$ cat src/rtl/avalon_msg_length_limiter.sv
// Avalon-ST message length limiter: cuts messages longer than MAX_MSG_BEATS,
// forces EOP on the last kept beat and discards the remainder up to the original EOP.
module avalon_msg_length_limiter #(
  parameter int unsigned DATA_WIDTH_IN_BYTES = 4,
  parameter int unsigned MAX_MSG_BEATS       = 16,
  localparam int unsigned DATA_W  = 8 * DATA_WIDTH_IN_BYTES,
  localparam int unsigned EMPTY_W = (DATA_WIDTH_IN_BYTES > 1) ? $clog2(DATA_WIDTH_IN_BYTES) : 1,
  localparam int unsigned CNT_W   = $clog2(MAX_MSG_BEATS + 1)
) (
  input  logic               clk,
  input  logic               rst,
  // framed input stream
  input  logic [DATA_W-1:0]  framed_msg_data_i,
  input  logic [EMPTY_W-1:0] framed_msg_empty_i,
  input  logic               framed_msg_sop_i,
  input  logic               framed_msg_eop_i,
  input  logic               framed_msg_valid_i,
  output logic               framed_msg_rdy_o,
  // length-limited output stream
  output logic [DATA_W-1:0]  limited_msg_data_o,
  output logic [EMPTY_W-1:0] limited_msg_empty_o,
  output logic               limited_msg_sop_o,
  output logic               limited_msg_eop_o,
  output logic               limited_msg_valid_o,
  input  logic               limited_msg_rdy_i,
  // event pulses
  output logic               truncated_indi_o,
  output logic               dropped_beat_indi_o
);

  typedef enum logic [1:0] {
    BETWEEN_MSG = 2'd0,
    IN_MSG      = 2'd1,
    DISCARD     = 2'd2
  } state_t;

  state_t             state_q, state_d;
  logic [CNT_W-1:0]   cnt_q, cnt_d;
  logic [DATA_W-1:0]  data_q, data_d;
  logic [EMPTY_W-1:0] empty_q, empty_d;
  logic               sop_q, sop_d;
  logic               eop_q, eop_d;
  logic               valid_q, valid_d;
  logic               trunc_q, trunc_d;
  logic               drop_q, drop_d;

  logic               rdy_c;
  logic               acc_c;
  logic               load_c;
  logic               force_eop_c;

  // Discard never stalls upstream; otherwise the single output slot must be free or draining.
  assign rdy_c = (state_q == DISCARD) | ~valid_q | limited_msg_rdy_i;
  assign acc_c = framed_msg_valid_i & rdy_c;

  assign framed_msg_rdy_o    = rdy_c;
  assign limited_msg_data_o  = data_q;
  assign limited_msg_empty_o = empty_q;
  assign limited_msg_sop_o   = sop_q;
  assign limited_msg_eop_o   = eop_q;
  assign limited_msg_valid_o = valid_q;
  assign truncated_indi_o    = trunc_q;
  assign dropped_beat_indi_o = drop_q;

  // State, counter, output slot and indicator registers.
  always_ff @(posedge clk or negedge rst) begin
    if (!rst) begin
      state_q <= BETWEEN_MSG;
      cnt_q   <= '0;
      data_q  <= '0;
      empty_q <= '0;
      sop_q   <= 1'b0;
      eop_q   <= 1'b0;
      valid_q <= 1'b0;
      trunc_q <= 1'b0;
      drop_q  <= 1'b0;
    end else begin
      state_q <= state_d;
      cnt_q   <= cnt_d;
      data_q  <= data_d;
      empty_q <= empty_d;
      sop_q   <= sop_d;
      eop_q   <= eop_d;
      valid_q <= valid_d;
      trunc_q <= trunc_d;
      drop_q  <= drop_d;
    end
  end

  // Next-state and output-slot logic.
  always_comb begin
    state_d     = state_q;
    cnt_d       = cnt_q;
    data_d      = data_q;
    empty_d     = empty_q;
    sop_d       = sop_q;
    eop_d       = eop_q;
    valid_d     = valid_q & ~limited_msg_rdy_i;
    trunc_d     = 1'b0;
    drop_d      = 1'b0;
    load_c      = 1'b0;
    force_eop_c = 1'b0;

    unique case (state_q)
      BETWEEN_MSG: begin
        if (acc_c) begin
          if (!framed_msg_sop_i) begin
            drop_d = 1'b1;
          end else if (framed_msg_eop_i) begin
            load_c = 1'b1;
            cnt_d  = '0;
          end else if (MAX_MSG_BEATS == 1) begin
            load_c      = 1'b1;
            force_eop_c = 1'b1;
            trunc_d     = 1'b1;
            state_d     = DISCARD;
          end else begin
            load_c  = 1'b1;
            cnt_d   = CNT_W'(1);
            state_d = IN_MSG;
          end
        end
      end
      IN_MSG: begin
        if (acc_c) begin
          load_c = 1'b1;
          if (framed_msg_eop_i) begin
            cnt_d   = '0;
            state_d = BETWEEN_MSG;
          end else if (cnt_q == CNT_W'(MAX_MSG_BEATS - 1)) begin
            force_eop_c = 1'b1;
            trunc_d     = 1'b1;
            state_d     = DISCARD;
          end else begin
            cnt_d = cnt_q + CNT_W'(1);
          end
        end
      end
      DISCARD: begin
        if (acc_c) begin
          drop_d = 1'b1;
          if (framed_msg_eop_i) begin
            cnt_d   = '0;
            state_d = BETWEEN_MSG;
          end
        end
      end
      default: begin
        state_d = BETWEEN_MSG;
        cnt_d   = '0;
      end
    endcase

    // A stray sop inside a message is forwarded as plain data.
    if (load_c) begin
      valid_d = 1'b1;
      data_d  = framed_msg_data_i;
      sop_d   = framed_msg_sop_i & (state_q == BETWEEN_MSG);
      eop_d   = framed_msg_eop_i | force_eop_c;
      empty_d = (framed_msg_eop_i && !force_eop_c) ? framed_msg_empty_i : '0;
    end
  end

endmodule

$ cat config.mk
export PLATFORM = sky130hd
export DESIGN_NAME = avalon_msg_length_limiter
export DESIGN_NICKNAME = d
export VERILOG_FILES = /design/src/rtl/avalon_msg_length_limiter.sv
export SDC_FILE = /design/constraint.sdc
export NUM_CORES = 1
export LEC_CHECK = 0
export CORE_ASPECT_RATIO = 0.7
export CORE_MARGIN = 2
export CORE_UTILIZATION = 30
export CTS_BUF_LIST = sky130_fd_sc_hd__clkbuf_4
export DETAILED_ROUTE_END_ITERATION = 16
export SETUP_SLACK_MARGIN = 0.05
export SLEW_MARGIN = 0
export SYNTH_ARGS = -nofsm -noshare
export SYNTH_HDL_FRONTEND = slang
export SYNTH_SLANG_ARGS = --single-unit
export TNS_END_PERCENT = 10
$ cat constraint.sdc
create_clock -name clk -period 1.9 [get_ports clk]
set_clock_uncertainty 0.2 [all_clocks]
set_input_delay 0.38 -clock clk [delete_from_list [all_inputs] [get_ports clk]]
set_output_delay 0.38 -clock clk [all_outputs]
set_load 0.05 [all_outputs]
==> out/qor.yml, run 1 <==
status: "finished, violations left"
violations: "negative setup slack"
place_inst: 330
mostFrequentLayoutCells: "57 x buf_4, 45 x dfrtp_1, 36 x clkdlybuf4s50_1"
n_antenna_cell: 0
die_area_sq_mm: 0.00793
synth_cells: 146
worstSkewPairLatency_ps: 360
hold_class: "input port to asynchronous set/reset pin"
via_per_inst: 4.48
initial_utilization: 0.315
synth_seq_area_share: 0.531
yosys_warnings: 0
clock_sinks: 46
routabilityCongestion: 0.717
synth.largest_area_cell: "dfrtp_1"
crit_fanout: 3
crit_chain: "and2b_2, or2_4, buf_8"
slew_headroom: 0.708
avgSynthCellArea_sq_um: 14.9
io_buffer_count: 79
firstDrtPassIters: 4
cp_top_family: "simple AND/OR/NAND/NOR gates"
rows: 25
die_h_um: 75.1
start_kind: "flop"
postRouteAntennaNets: 0
final.period_utilization: 1.01
synthTopCellsByArea: "dfrtp_1 53%, mux2_4 19%, buf_12 2.8%"
drcViolationCount: 0
grt_max_degree: 47
synth_compound_area_frac: 0.0721
p_per_area_mw_per_mm2: 1130
finalHoldViolCount: 0
cts_buffers: 5
power_mw: 3.65
synth_simple_gate_area_frac: 0.0969
worst_setup_path_end_kind: "primary output"
rsz0062_at_grt: "true"
synth.top_cell.area_share: 0.531
grt_pass1_wl_um: 7670
grt_usage: 0.123
clk_pin_slew_ps: 140
cp_num_buf_inv: 1
antenna_found_initial: 0
worst_ir_drop_vdd_mv: 0.483
clk_path_buf_depth: 2
drv_cap: 0
ios: 80
cts_tree: "done"
drt_iter0_drc: 42
chipWidth_um: 106
setup_ws_ps: -16.7
fmax_mhz: 522
synthAdderAreaFrac: 0.0115
synth_seq_cells: 46
worst_pin_slew_ps: 438
syn_nets: 188
syn_to_final_growth_pct: 49.5
maxSlewViolCount: 0
synth_cell_type_count: 35
crit_cells: 3
htreeDepth: 2
wl_per_cell_um: 14.4
cp.required_ps: 1320
synth_top_family_by_area: "multiplexers"
fin_nets: 292
vias: 1545
synth_xor_xnor_area_share: 0
first_global_vias: 1503
reg2reg_slack_ps: 80
final_common_cell: "buf_4"
critical_path_class: "flop to primary output"
critPathArrivalTime_ps: 1340
overflow: 0
reg2reg_to: "limited_msg_data_o[29]"
synth_area_sq_mm: 0.00217
slowest_delay_ps: 390
setup_violations: 1
power_leakage_nw: 1.49
cts-root-buf: "clkbuf_4"
core_area_sq_mm: 0.00688
reg2reg_depth: 6
num-fill-cells: 626
hpwlAfterDp_um: 3360
finalCriticalPeriod_ps: 1920
cp_slowest_cell: "dfrtp_1"
wl_um: 4960
synthMuxAreaShare: 0.236
r2r-start: "limited_msg_valid_o"
drive_gt1_frac: 0.474
stdcell_count: 345
## synthesized netlist by cell type
cell type and number:
clkbuf_4 2, a21oi_1 1, inv_1 4, ha_1 2, o21a_1 1, nor4b_1 1
o2111a_1 1, and2b_2 4, mux2_4 27, buf_4 1, nor4bb_4 1, nand4_1 2
nand2b_1 2, and4b_1 1, buf_12 3, or2_2 1, a41oi_1 2, nand3_1 3
dfrtp_1 46, a32o_1 2, clkbuf_2 1, mux2i_1 5, o211ai_1 2, nor3_1 1
and3_1 2, nand3b_1 2, o32a_1 1, o2111ai_4 1, mux2_2 5, o221ai_1 1
nor3b_4 1, nand2_1 7, buf_6 1, nor2_1 2, o21ai_0 7
## area by class of cell
| type | instances | area, sq um | share of cell area |
|---|---|---|---|
| clock buffer | 6 | 45.0 | 0.0139 |
| multi-input combinational | 88 | 943 | 0.291 |
| inverter | 4 | 15.0 | 0.00463 |
| tap | 94 | 118 | 0.0363 |
| sequential | 46 | 1150 | 0.356 |
| timing repair buffer | 105 | 958 | 0.296 |
| clock inverter | 2 | 8.76 | 0.00270 |
## flip-flops by register name, summed over array words and instances, names as in the netlist
name,count
limited_msg_valid_o,1
state_q,2
limited_msg_data_o,32
dropped_beat_indi_o,1
truncated_indi_o,1
limited_msg_eop_o,1
limited_msg_empty_o,2
limited_msg_sop_o,1
cnt_q,5
## worst min-delay path, delay by kind of cell
family,cells,cell delay (ps)
buffers and inverters,3,890
## routing by layer
layer	vias up	share of wire	GRT usage
li1	735	-	-
met1	752	0.50	0.180
met2	56	0.43	0.183
met3	2	0.067	0.0320
met4	0	0.0052	0.0307
met5	-	0	0
## repair_timing
| action | CTS | global route |
|---|---|---|
| hold endpoints to repair | 46 | 0 |
| gates cloned | 0 | 1 |
| buffers inserted | 3 | 2 |
| resized for setup | 9 | 7 |
| pin swaps | 3 | 5 |
| hold buffers | 1 | 0 |
| endpoints found under the setup margin | 11 | 29 |
## how the worst max path moves through the flow
stage,start,end
floorplan,limited_msg_valid_o,framed_msg_rdy_o
finish,state_q[1],framed_msg_rdy_o
detailed placement,framed_msg_sop_i,limited_msg_data_o[2]
CTS,state_q[1],framed_msg_rdy_o
global placement,framed_msg_sop_i,limited_msg_data_o[1]
global route,state_q[1],framed_msg_rdy_o
## logic make-up after synthesis
| logic type | count (synthesis) |
|---|---|
| compound gates | 19 |
| fa+ha+maj | 2 |
| buf+inv | 12 |
| flops | 46 |
| mux | 37 |
| simple gates | 30 |
## metrics by stage
stage          instance area (sq um)  TNS, ps  hold WS [ps]  utilization  setup slack (ps)
4_1_cts                         3170    -69.8           304        0.461             -69.8
2_1_floorplan                   2170        0          -116            -              82.6
3_3_place_gp                    3050   -11280           183        0.444              -357
3_5_place_dp                    3050   -11550           184        0.444              -373
5_1_grt                         3240    -82.5           321        0.471             -82.5
6_report                        3240    -16.7           317        0.471             -16.7
## power breakdown
| group | internal [mW] | total, mW | switching (mW) |
|---|---|---|---|
| Combinational | 0.754 | 1.84 | 1.09 |
| Clock | 0.154 | 0.468 | 0.314 |
| Sequential | 1.20 | 1.34 | 0.137 |
| Total | 2.11 | 3.65 | 1.54 |
No activity file was read; power rests on OpenSTA's default activity.
==> run 2, diff against run 1 <==
CORE_MARGIN = not set   (was 2)
DONT_BUFFER_PORTS = 1   (was not set)
clock period = 2.2 ns   (was 1.9 ns; I/O delays follow)
==> run 2 against run 1 <==
Net effect:
- critical endpoint unchanged
- hold slack worse by 280 ps
- clock power up 12%
- largest power group is now registers
- flip-flop and latch count unchanged
- cell count down 19%
- sequential power up 36%
- non-clock buffer count down 66
- count of clock-buffer cells in the layout down 1
- combinational power down 71%
- the run now ends clean
==> out/qor.yml, run 2 (same netlist as run 1, synthesis figures left out) <==
vias: 1307  # -15%
hold_class: "input port to flop"
post_cts_buffers: 0  # -3
p_switching_mw: 1.27  # -17%
wl_per_cell_um: 15.9  # +11%
n_antenna_cell: 0  # unchanged
die_h_um: 73.1  # -2.7%
p_int_mw: 1.60  # -24%
fin_nets: 226  # -23%
drive_gt1_frac: 0.297  # -0.177
multi_input_area_sq_um: 906  # -4.0%
worstSkewPairLatency_ps: 350  # about the same
cts_tree: "done"
initial_utilization: 0.315  # unchanged
grt_usage: 0.114  # -0.00860
final.period_utilization: 0.938
p_sw_frac: 0.442  # +0.0207
chipWidth_um: 104  # -1.9%
setup_violations: 0  # -1
finalHoldViolCount: 0  # unchanged
rsz0062_at_grt: "false"
ios: 80  # unchanged
io_buffer_count: 0  # -100%
grt_pass1_wl_um: 6600  # -14%
largest_reg_flops: 32  # unchanged
cp.required_ps: 1560  # +240 ps
final_common_cell: "dfrtp_1"
critical_path_class: "flop to primary output"
via_per_inst: 4.68  # +4.6%
place_inst: 237  # -28%
power_leakage_nw: 1.15  # -23%
mostFrequentLayoutCells: "45 x dfrtp_1, 33 x dlygate4sd3_1, 27 x mux2_4"
p_per_area_mw_per_mm2: 1070  # -4.9%
dpl_cell_area_sq_mm: 0.00224  # -27%
overflow: 0  # unchanged
seq_area_sq_mm: 0.00115  # unchanged
min_from: "framed_msg_data_i[31]"
clk_path_buf_depth: 2  # unchanged
p_clk_frac: 0.182  # +0.054
htreeDepth: 2  # unchanged
worst_ir_drop_vdd_mv: 0.366  # -24%
finalCriticalPeriod_ps: 2060
grt_max_degree: 47  # unchanged
drcViolationCount: 0  # unchanged
pwr-share-comb: 0.186  # -0.318
clock_sinks: 46  # unchanged
fmax_mhz: 484
reg2reg_to: "cnt_q[2]"
slew_headroom: 0.655  # -0.0533
worst_pin_slew_ps: 518  # +80.0 ps
syn_to_final_growth_pct: 23.7
reg2reg_slack_ps: 230  # +150 ps
cts_buffers: 5  # unchanged
antenna_found_initial: 0  # unchanged
pwr-share-seq: 0.632  # +0.265
die_area_sq_mm: 0.00758  # -4.5%
first_global_vias: 1250  # -17%
core_area_sq_mm: 0.00688  # unchanged
setup_tns_ps: 0  # +16.7 ps
wl_um: 4440  # -10%
drv_cap: 0  # unchanged
r2r-start: "cnt_q[0]"
stdcell_count: 279  # -19%
firstDrtPassIters: 4  # unchanged
cts-root-buf: "clkbuf_4"
clk_pin_slew_ps: 140  # about the same
hpwlAfterDp_um: 2830  # -16%
routabilityCongestion: 0.753  # +5.0%
final_area_sq_mm: 0.00268  # -17%
critPathArrivalTime_ps: 1420  # +80 ps
postRouteAntennaNets: 0  # unchanged
reg2reg_depth: 6  # unchanged
worst_setup_path_end_kind: "primary output"
crit_fanout: 8  # +5
status: "completed"
rows: 25  # unchanged
start_kind: "flop"
drt_iter0_drc: 50  # +19%
endpoint: "framed_msg_rdy_o"
num-fill-cells: 647  # +3.4%
maxSlewViolCount: 0  # unchanged
crit_start: "state_q[1]"
run 2: how the worst min path moves through the flow:
stage                             end  slack [ps]  cells after the start
5_1_grt        limited_msg_data_o[31]         0.5                      1
4_1_cts        limited_msg_data_o[11]         0.4                      1
3_5_place_dp   limited_msg_data_o[19]         -50                      0
6_report       limited_msg_data_o[31]          40                      1
2_1_floorplan                cnt_q[0]         -60                      0
3_3_place_gp   limited_msg_data_o[19]         -50                      0
run 2: per-layer routing:
metal,wire length [um],GRT usage,vias up
met5,0,0,-
met4,32,0.0290,0
met3,446,0.0554,2
met2,2000,0.168,62
met1,1970,0.151,639
li1,-,-,604
run 2: cell type report:
type | count | area share
repair buffers | 39 | 0.152
flip-flops and latches | 46 | 0.430
clock inverters | 3 | 0.0168
well taps | 94 | 0.0439
clock buffers | 5 | 0.0140
inverters | 4 | 0.00560
multi-input cells | 88 | 0.338
run 2: worst max-delay path, stage by stage (launching register included):
cell and delay [ps]:
dfrtp_2 510, and2b_2 250, or2_4 310
run 2: power by group through the flow:
stage	sequential [mW]	clock [mW]	combinational [mW]
2_1_floorplan	1.80	0	0.421
3_3_place_gp	1.83	0	0.452
3_5_place_dp	1.83	0	0.463
4_1_cts	1.82	0.560	0.508
5_1_grt	1.84	0.594	0.576
6_report	1.82	0.522	0.533
run 2: timing repair:
item	CTS	global route
hold buffers	12	22
endpoints found under the setup margin	1	0
hold endpoints to repair	55	22
gates resized for setup	2	0
run 2: stage by stage:
| step | util | hold slack, ps | power (mW) | setup WS (ps) |
|---|---|---|---|---|
| finish | 0.390 | 38.4 | 2.87 | 136 |
| global route | 0.390 | 0.475 | 3.01 | 70.1 |
| CTS | 0.358 | 0.375 | 2.89 | 105 |
| detailed placement | 0.325 | -54.4 | 2.30 | 246 |
| global placement | 0.325 | -54.9 | 2.28 | 276 |
| floorplan | - | -55.6 | 2.22 | 174 |
==> run 3, diff against run 2 <==
CTS_CLUSTER_DIAMETER = 50   (was not set)
==> results of run 3 <==
Same layout as run 2: the final DEF is identical, and so are final timing and power.
